$ cat config.mk
export PLATFORM = sky130hd
export DESIGN_NAME = axi_read_arbiter
export DESIGN_NICKNAME = d
export VERILOG_FILES = /design/src/rtl/axi_arb_pkg.sv /design/src/rtl/rr_arbiter2.sv /design/src/rtl/axi_read_arbiter.sv
export SDC_FILE = /design/constraint.sdc
export NUM_CORES = 1
export LEC_CHECK = 0
export ABC_AREA = 1
export CELL_PAD_IN_SITES_DETAIL_PLACEMENT = 1
export CELL_PAD_IN_SITES_GLOBAL_PLACEMENT = 2
export CORE_MARGIN = 2
export CORE_UTILIZATION = 14
export DETAILED_ROUTE_END_ITERATION = 8
export PLACE_DENSITY_LB_ADDON = 0.1
export SLEW_MARGIN = 20
export SYNTH_ARGS = -nofsm -noshare
export SYNTH_HDL_FRONTEND = slang
export SYNTH_SLANG_ARGS = --single-unit
$ cat constraint.sdc
create_clock -name clk -period 3 [get_ports clk]
set_input_delay 0.9 -clock clk [delete_from_list [all_inputs] [get_ports clk]]
set_output_delay 0.9 -clock clk [all_outputs]
set_load 0.005 [all_outputs]
$ cat src/rtl/axi_arb_pkg.sv
// Shared types and constants for the two-requester AXI read arbiter.
package axi_arb_pkg;

    typedef enum logic [1:0] {
        IDLE = 2'd0,
        ADDR = 2'd1,
        DATA = 2'd2
    } state_t;

    localparam logic [7:0] AR_LEN        = 8'd7;
    localparam logic [2:0] AR_SIZE       = 3'd3;
    localparam logic [1:0] AR_BURST_WRAP = 2'b10;
    localparam logic [1:0] RESP_OKAY     = 2'b00;

    localparam logic REQ_FETCH = 1'b0;
    localparam logic REQ_LOAD  = 1'b1;

    // Requester index to one-hot port mask.
    function automatic logic [1:0] onehot2(input logic idx);
        return (idx == REQ_LOAD) ? 2'b10 : 2'b01;
    endfunction

endpackage

$ cat src/rtl/rr_arbiter2.sv
// Two-way round-robin picker; a tie goes to the index that did not win last.
module rr_arbiter2
    import axi_arb_pkg::*;
(
    input  logic       clk,
    input  logic       reset,
    input  logic [1:0] i_req,
    input  logic       i_update,
    output logic       o_valid_c,
    output logic       o_grant_c
);

    logic r_last_grant;

    always_comb begin
        o_valid_c = |i_req;
        o_grant_c = REQ_FETCH;
        case (i_req)
            2'b10:   o_grant_c = REQ_LOAD;
            2'b11:   o_grant_c = ~r_last_grant;
            default: o_grant_c = REQ_FETCH;
        endcase
    end

    // Reset to the load index so fetch wins the first tie.
    always_ff @(posedge clk) begin
        if (reset) begin
            r_last_grant <= REQ_LOAD;
        end else if (i_update && o_valid_c) begin
            r_last_grant <= o_grant_c;
        end
    end

endmodule

$ cat src/rtl/axi_read_arbiter.sv
// Shares one AXI read port between fetch (0) and load (1); one 8-beat WRAP burst
// outstanding at a time, beats forwarded to the owner with no internal buffering.
module axi_read_arbiter
    import axi_arb_pkg::*;
#(
    parameter int unsigned ID_WIDTH    = 13,
    parameter int unsigned ADDR_WIDTH  = 64,
    parameter int unsigned DATA_WIDTH  = 64,
    parameter int unsigned BURST_BEATS = 8
) (
    input  logic                       clk,
    input  logic                       reset,
    input  logic [1:0]                 req_valid,
    input  logic [1:0][ADDR_WIDTH-1:0] req_addr,
    output logic [1:0]                 req_ready,
    output logic [1:0]                 rsp_valid,
    output logic [DATA_WIDTH-1:0]      rsp_data,
    output logic                       rsp_last,
    output logic                       rsp_err,
    input  logic [1:0]                 rsp_ready,
    output logic                       proto_err,
    output logic [ID_WIDTH-1:0]        m_axi_arid,
    output logic [ADDR_WIDTH-1:0]      m_axi_araddr,
    output logic [7:0]                 m_axi_arlen,
    output logic [2:0]                 m_axi_arsize,
    output logic [1:0]                 m_axi_arburst,
    output logic                       m_axi_arlock,
    output logic [3:0]                 m_axi_arcache,
    output logic [2:0]                 m_axi_arprot,
    output logic                       m_axi_arvalid,
    input  logic                       m_axi_arready,
    input  logic [ID_WIDTH-1:0]        m_axi_rid,
    input  logic [DATA_WIDTH-1:0]      m_axi_rdata,
    input  logic [1:0]                 m_axi_rresp,
    input  logic                       m_axi_rlast,
    input  logic                       m_axi_rvalid,
    output logic                       m_axi_rready
);

    localparam logic [2:0]            LAST_BEAT = 3'(BURST_BEATS - 1);
    localparam logic [ADDR_WIDTH-1:0] LINE_MASK = ~ADDR_WIDTH'(7);

    state_t                r_state;
    logic                  r_owner;
    logic [2:0]            r_beat_cnt;
    logic                  r_arvalid;
    logic [ADDR_WIDTH-1:0] r_araddr;
    logic [ID_WIDTH-1:0]   r_arid;
    logic                  r_proto_err;

    logic w_in_idle;
    logic w_in_data;
    logic w_grant_valid;
    logic w_grant;
    logic w_beat;
    logic w_cnt_last;
    logic w_rid_bad;

    assign w_in_idle  = (r_state == IDLE) && !reset;
    assign w_in_data  = (r_state == DATA);
    assign w_beat     = w_in_data && m_axi_rvalid && m_axi_rready;
    assign w_cnt_last = (r_beat_cnt == LAST_BEAT);
    assign w_rid_bad  = (m_axi_rid != ID_WIDTH'(r_owner));

    rr_arbiter2 u_arb (
        .clk       (clk),
        .reset     (reset),
        .i_req     (req_valid),
        .i_update  (w_in_idle),
        .o_valid_c (w_grant_valid),
        .o_grant_c (w_grant)
    );

    // Grant pulse and the zero-latency R path back to the owner.
    always_comb begin
        req_ready = 2'b00;
        if (w_in_idle && w_grant_valid) begin
            req_ready = onehot2(w_grant);
        end
        m_axi_rready = w_in_data && rsp_ready[r_owner];
        rsp_valid    = 2'b00;
        if (w_in_data) begin
            rsp_valid = onehot2(r_owner) & {2{m_axi_rvalid}};
        end
    end

    assign rsp_data  = m_axi_rdata;
    assign rsp_last  = w_in_data && m_axi_rlast;
    assign rsp_err   = w_in_data && (m_axi_rresp != RESP_OKAY);
    assign proto_err = r_proto_err;

    assign m_axi_arid    = r_arid;
    assign m_axi_araddr  = r_araddr;
    assign m_axi_arlen   = AR_LEN;
    assign m_axi_arsize  = AR_SIZE;
    assign m_axi_arburst = AR_BURST_WRAP;
    assign m_axi_arlock  = 1'b0;
    assign m_axi_arcache = 4'b0000;
    assign m_axi_arprot  = 3'b000;
    assign m_axi_arvalid = r_arvalid;

    always_ff @(posedge clk) begin
        if (reset) begin
            r_state     <= IDLE;
            r_owner     <= REQ_FETCH;
            r_beat_cnt  <= 3'd0;
            r_arvalid   <= 1'b0;
            r_araddr    <= '0;
            r_arid      <= '0;
            r_proto_err <= 1'b0;
        end else begin
            case (r_state)
                IDLE: begin
                    if (w_grant_valid) begin
                        r_owner   <= w_grant;
                        r_araddr  <= req_addr[w_grant] & LINE_MASK;
                        r_arid    <= ID_WIDTH'(w_grant);
                        r_arvalid <= 1'b1;
                        r_state   <= ADDR;
                    end
                end
                ADDR: begin
                    if (m_axi_arready) begin
                        r_arvalid  <= 1'b0;
                        r_beat_cnt <= 3'd0;
                        r_state    <= DATA;
                    end
                end
                DATA: begin
                    // rlast must coincide with the final counted beat.
                    if (w_beat) begin
                        r_beat_cnt <= r_beat_cnt + 3'd1;
                        if (w_rid_bad || (w_cnt_last != m_axi_rlast)) begin
                            r_proto_err <= 1'b1;
                        end
                        if (w_cnt_last || m_axi_rlast) begin
                            r_state <= IDLE;
                        end
                    end
                end
                default: r_state <= IDLE;
            endcase
        end
    end

endmodule

==> metrics.yaml, run 1 <==
synth:
  yosys_warnings: 0
  seq_area_frac_synth_pct: 36.7
  synth_seq_cells: 70
  syn_area_um2: 3820
  syn_inst: 524
  synth_area_per_cell_um2: 7.28
  synthDistinctLibCells: 27
clocking:
  postCtsSetupBuffers: 0
  cts_buffers: 9
  cts_buffer_depth: 2
  clk_latency_ns: 0.34
  clockRootBuffer: "clkbuf_16"
  h-tree-depth: 3
  cts_tree: "done"
  clk_pin_slew_ns: 0.05
  cts_sinks: 70
worst_setup_path:
  worstSetupEndpointType: "output pin"
  arrival_ns: 2.02
  critical_path_class: "in -> out"
  slowest_stage: "clkdlybuf4s50_1"
  crit_chain: "clkdlybuf4s50_1 > nand2_1 > nand2_2 > inv_2 > nor2_8 > clkdlybuf4s15_1"
  reg2reg_from: "r_beat_cnt[0]"
  critPathBufInv: 3
  startpoint_type: "primary input"
  crit_required_ns: 2.10
  critPathTopFamily: "buffers and inverters"
  rr_endpoint: "proto_err"
  reg2reg_depth: 10
  slowest_delay_ns: 0.50
  crit_fanout: 3
  r2r_slack_ns: 1.44
outcome:
  status: "finished clean"
sta:
  finalHoldViolCount: 0
  finalCriticalPeriod_ns: 2.92
  setup-violations-final: 0
  skew_ns: 0.0118
  min_period_over_period_pct: 97.4
  rsz0062_at_grt: "no"
  max_freq_mhz: 342
  report.final.slew_viol_count: 0
route:
  post_drt_wl_per_cell_um: 15.1
  route.antenna.remaining_nets: 0
  wl_met1_um: 6380
  dr_wl_met3_um: 1400
  wl_um: 15400
  drtPass1Iterations: 4
  highest_layer: "met4"
  drc: 0
  viasPerCell: 3.62
  drt_iter0_markers: 124
  met2_wirelength_um: 7370
  routed-via-count: 3690
hold_path:
  min_path_cells: 2
  holdCritPathClass: "reg -> reg"
  hold_start: "proto_err"
  holdPathEnd: "proto_err"
floorplanning:
  start_util_pct: 14.2
  design.core.area_um2: 26900
  dieWidth_um: 169
  rows: 60
  fp.dieArea_um2: 28600
  ioPinCount: 387
  die_y_um: 169
cells_and_area:
  drive_above_1_share_pct: 5.74
  fin_area_um2: 6080
  nNetsFinal: 894
  final_common_cell: "clkdlybuf4s50_1"
  final_util_pct: 22.6
  num_antenna_cells: 0
  area_delta_synth_final_pct: 59.4
  final_cell_mix: "clkdlybuf4s50_1, nand2_1, dfxtp_1"
global_routing:
  antenna_found_initial: 0
  grt_pass1_wl_um: 22700
  grt_pass1_vias: 3819
  overflow: 0
  grt_max_degree: 36
  grt.total_usage_pct: 10.5
run:
  drv_cap: 0
power_and_ir_drop:
  ir_worst_vdd_mv: 0.288
  p_switching_mw: 0.843
  p_leak_nw: 2.50
  clkPwrFrac_pct: 39.2
  power_frac_comb_pct: 25.0
  p_int_mw: 2.24
  total_power_mw: 3.09
  power_density_nw_per_um2: 507
  sw_frac_of_total_pct: 27.3
  power_frac_seq_pct: 35.8
placement:
  dp_hpwl_um: 11200
  postPlaceCellArea_um2: 5760
  port_buffers: 216
  gp_congestion: 0.719
-- layer usage --
layer	GRT usage, %	up-vias
met1	12.2	1664
met2	17.7	159
li1	-	1837
met3	3.60	30
met5	0	-
met4	4.12	0
-- per-stage QoR --
step | setup TNS, ns | instances | setup slack (ns) | hold WS (ns)
global placement | -0.526 | 1005 | -0.258 | 0.453
CTS | 0 | 1020 | 0.00129 | 0.477
floorplan | 0 | 558 | 0.579 | 0.439
detailed placement | -0.647 | 1005 | -0.281 | 0.458
global route | 0 | 1020 | 0.0141 | 0.500
finish | 0 | 1020 | 0.0772 | 0.472
-- registers in the layout, indices dropped and copies added (netlist names) --
signal	cells
r_beat_cnt	3
m_axi_araddr	61
m_axi_arid	1
proto_err	1
u_arb.r_last_grant	1
m_axi_arvalid	1
r_state	2
-- power groups by stage --
stage	clock network (mW)	registers [mW]	logic, mW
finish	1.21	1.10	0.772
global route	1.32	1.12	0.855
CTS	1.29	1.11	0.796
detailed placement	0	1.12	0.793
global placement	0	1.12	0.791
floorplan	0	1.13	0.366
-- area by class of cell --
class | instances | area (um2)
Clock buffer | 10 | 239
Clock inverter | 5 | 83.8
Fill cell | 3223 | 20800
Inverter | 20 | 80.1
Multi-Input combinational cell | 345 | 1560
Sequential cell | 70 | 1400
Tap cell | 341 | 427
Timing Repair Buffer | 229 | 2290
-- tightest hold or removal path, cell delays in order, from the launching register on --
cell	delay, ns
dfxtp_1	0.32
a21oi_1	0.04
nor2_1	0.07
-- worst max path at each step --
stage	cells after the start	from	to
after global routing	6	req_valid[0]	req_ready[1]
after CTS	6	rsp_ready[1]	m_axi_rready
after detailed placement	6	req_valid[1]	req_ready[0]
after floorplan	5	req_valid[1]	req_ready[1]
final	6	req_valid[0]	req_ready[0]
after global placement	6	req_valid[1]	req_ready[0]
-- cell families after synthesis --
kind of cell	count (synthesis)	synth area share, %
and+or+nand+nor	244	27.1
buffers and inverters	143	25.8
DFF	70	36.7
AOI/OAI and AO/OA	61	9.02
adders and majority gates	3	0.984
other	2	0.197
xor gates and xnor gates	1	0.230
-- Yosys cell counts --
cell      number  area (um2)
clkbuf_2       2        10.0
nor2_4         1        11.3
ha_1           3        37.5
nand3_1       39         195
inv_4          2        12.5
inv_2          1        3.75
inv_1         17        63.8
xor2_1         1        8.76
nor3_1         2        10.0
buf_4        110         826
buf_6          3        33.8
nand2_1      173         649
nor2_8         3        60.1
or2_0          1        6.26
nor2_1        22        82.6
a31oi_1       27         169
conb_1         2        7.51
clkbuf_1       5        18.8
o21ai_2        1        8.76
nor2_2         2        12.5
nand2_2        1        6.26
o22ai_1        1        6.26
dfxtp_1       70        1400
a21oi_1        4        20.0
buf_2          3        15.0
o21ai_0       22         110
o21ai_1        6        30.0
-- what timing repair did --
| action | in CTS | in global routing |
|---|---|---|
| endpoints found under the setup margin | 4 | 2 |
| gates resized for setup | 5 | 2 |
| hold buffers | 0 | 0 |
| pin swaps | 0 | 1 |
Power figures use the tool's default switching activity.
==> run 2: changes to the inputs <==
MAX_ROUTING_LAYER = met4   (was unset)
==> run 2 against run 1 <==
Worst setup slack better by 0.0012 ns. Sequential cell count stayed put. Critical endpoint unchanged. Design area did not move. Sequential share of layout area did not move. Combinational power about the same. First-iteration DRC count is 7.3% higher. Clock power about the same. Clock skew is essentially flat. Critical path type unchanged. Fmax hardly changed. Largest cell class unchanged. Non-clock buffer count is the same. Register-to-register slack is essentially flat.
==> metrics.yaml, run 2 (same netlist as run 1, synthesis figures left out) <==
worst_setup_path:
  reg2reg_depth: 10  # unchanged
  slowest_delay_ns: 0.50  # about the same
  crit_required_ns: 2.10  # about the same
  startpoint_type: "primary input"
  arrival_ns: 2.02  # about the same
  crit_fanout: 3  # unchanged
  critical_path_class: "in -> out"
  crit_chain: "clkdlybuf4s50_1 > nand2_1 > nand2_2 > inv_2 > nor2_8 > clkdlybuf4s15_1"
  slowest_stage: "clkdlybuf4s50_1"
  worstSetupEndpointType: "output pin"
cells_and_area:
  nNetsFinal: 894  # unchanged
  seq_area_um2: 1400  # unchanged
  fin_cells: 1020  # unchanged
  multi_input_area_um2: 1560  # unchanged
  final_common_cell: "clkdlybuf4s50_1"
  final_cell_mix: "clkdlybuf4s50_1, nand2_1, dfxtp_1"
  fillers: 3223  # unchanged
  drive_above_1_share_pct: 5.74  # unchanged
  fin_area_um2: 6080  # unchanged
  area_delta_synth_final_pct: 59.4  # unchanged
  num_antenna_cells: 0  # unchanged
  largest_reg_flops: 61  # unchanged
route:
  route.antenna.remaining_nets: 0  # unchanged
  post_drt_wl_per_cell_um: 15.1  # +0.14%
  drtPass1Iterations: 4  # unchanged
  wl_um: 15400  # +0.14%
  drt_iter0_markers: 133  # +7.3%
  drc: 0  # unchanged
  viasPerCell: 3.62  # +0.14%
  routed-via-count: 3695  # +0.14%
global_routing:
  grt_pass1_wl_um: 22600  # -0.33%
  grt.total_usage_pct: 10.8  # +0.31 points
  grt_pass1_vias: 3835  # +0.42%
  antenna_found_initial: 0  # unchanged
  grt_max_degree: 36  # unchanged
  overflow: 0  # unchanged
sta:
  tns_ns: 0  # unchanged
  report.final.slew_viol_count: 0  # unchanged
  skew_ns: 0.0117  # -0.0000908 ns
  finalHoldViolCount: 0  # unchanged
  finalCriticalPeriod_ns: 2.92  # -0.00119 ns
  min_period_over_period_pct: 97.4  # about the same
  worst_slack_ns: 0.0784  # +0.00119 ns
  setup-violations-final: 0  # unchanged
  rsz0062_at_grt: "no"
  max_freq_mhz: 342  # about the same
  whs_ns: 0.472  # +0.0000100 ns
clocking:
  cts_hold_buf: 0  # unchanged
  clk_latency_ns: 0.34  # about the same
  postCtsSetupBuffers: 0  # unchanged
  clk_pin_slew_ns: 0.05  # about the same
  cts_tree: "done"
  clockRootBuffer: "clkbuf_16"
  cts_buffer_depth: 2  # unchanged
  cts_sinks: 70  # unchanged
  cts_buffers: 9  # unchanged
  h-tree-depth: 3  # unchanged
floorplanning:
  fp.dieArea_um2: 28600  # unchanged
  ioPinCount: 387  # unchanged
  dieWidth_um: 169  # unchanged
  die_y_um: 169  # unchanged
  design.core.area_um2: 26900  # unchanged
  start_util_pct: 14.2  # unchanged
  rows: 60  # unchanged
power_and_ir_drop:
  p_leak_nw: 2.50  # unchanged
  power_density_nw_per_um2: 507  # about the same
  ir_worst_vdd_mv: 0.288  # about the same
placement:
  dp_hpwl_um: 11200  # unchanged
  port_buffers: 216  # unchanged
  postPlaceCellArea_um2: 5760  # unchanged
  place_inst: 1005  # unchanged
  dp_slack_ns: -0.281  # unchanged
  gp_congestion: 0.728  # +1.2%
outcome:
  status: "finished clean"
run:
  drv_cap: 0  # unchanged
hold_path:
  min_path_cells: 2  # unchanged
  holdCritPathClass: "reg -> reg"
==> run 2: cell counts in the layout (fill, tap and decap cells not counted) <==
Identical to the previous run, type by type.
==> run 2: power by group <==
group / switching, mW / internal [mW]
clock network: 0.462 / 0.749
logic: 0.323 / 0.450
registers: 0.0599 / 1.04
==> run 2: worst max-delay path: cells and delay by family <==
kind / cells / cell delay, ns
buffers and inverters: 3 / 0.84
and+or+nand+nor: 3 / 0.28
==> run 2: area by class of cell <==
type	instances	area share, %
well taps	341	7.01
inverters	20	1.32
repair buffers	229	37.7
clock buffers	10	3.93
flip-flops and latches	70	23.0
multi-input cells	345	25.6
clock inverters	5	1.38
==> run 2: what timing repair did <==
item / in CTS / in global routing
setup endpoints to repair: 4 / 2
pin swaps: 0 / 1
gates resized for setup: 5 / 2
==> run 2: final timing paths <==
check,from,endpoint,slack (ns)
max,req_valid[0],req_ready[0],0.08
min,proto_err,proto_err,0.47
max reg2reg,r_beat_cnt[0],proto_err,1.44
min reg2reg,proto_err,proto_err,0.47
==> run 2: through the flow <==
| step | utilization (%) | power [mW] |
|---|---|---|
| 2_1_floorplan | - | 1.49 |
| 3_3_place_gp | 21.4 | 1.91 |
| 3_5_place_dp | 21.4 | 1.92 |
| 4_1_cts | 22.6 | 3.19 |
| 5_1_grt | 22.6 | 3.29 |
| 6_report | 22.6 | 3.09 |
==> run 2: layer usage <==
metal / vias up / part of all wire, % / GRT usage (%)
li1: 1837 / - / -
met1: 1675 / 42 / 12.4
met2: 154 / 48 / 17.7
met3: 29 / 8.1 / 3.30
met4: 0 / 1.6 / 4.12
met5: - / 0 / -
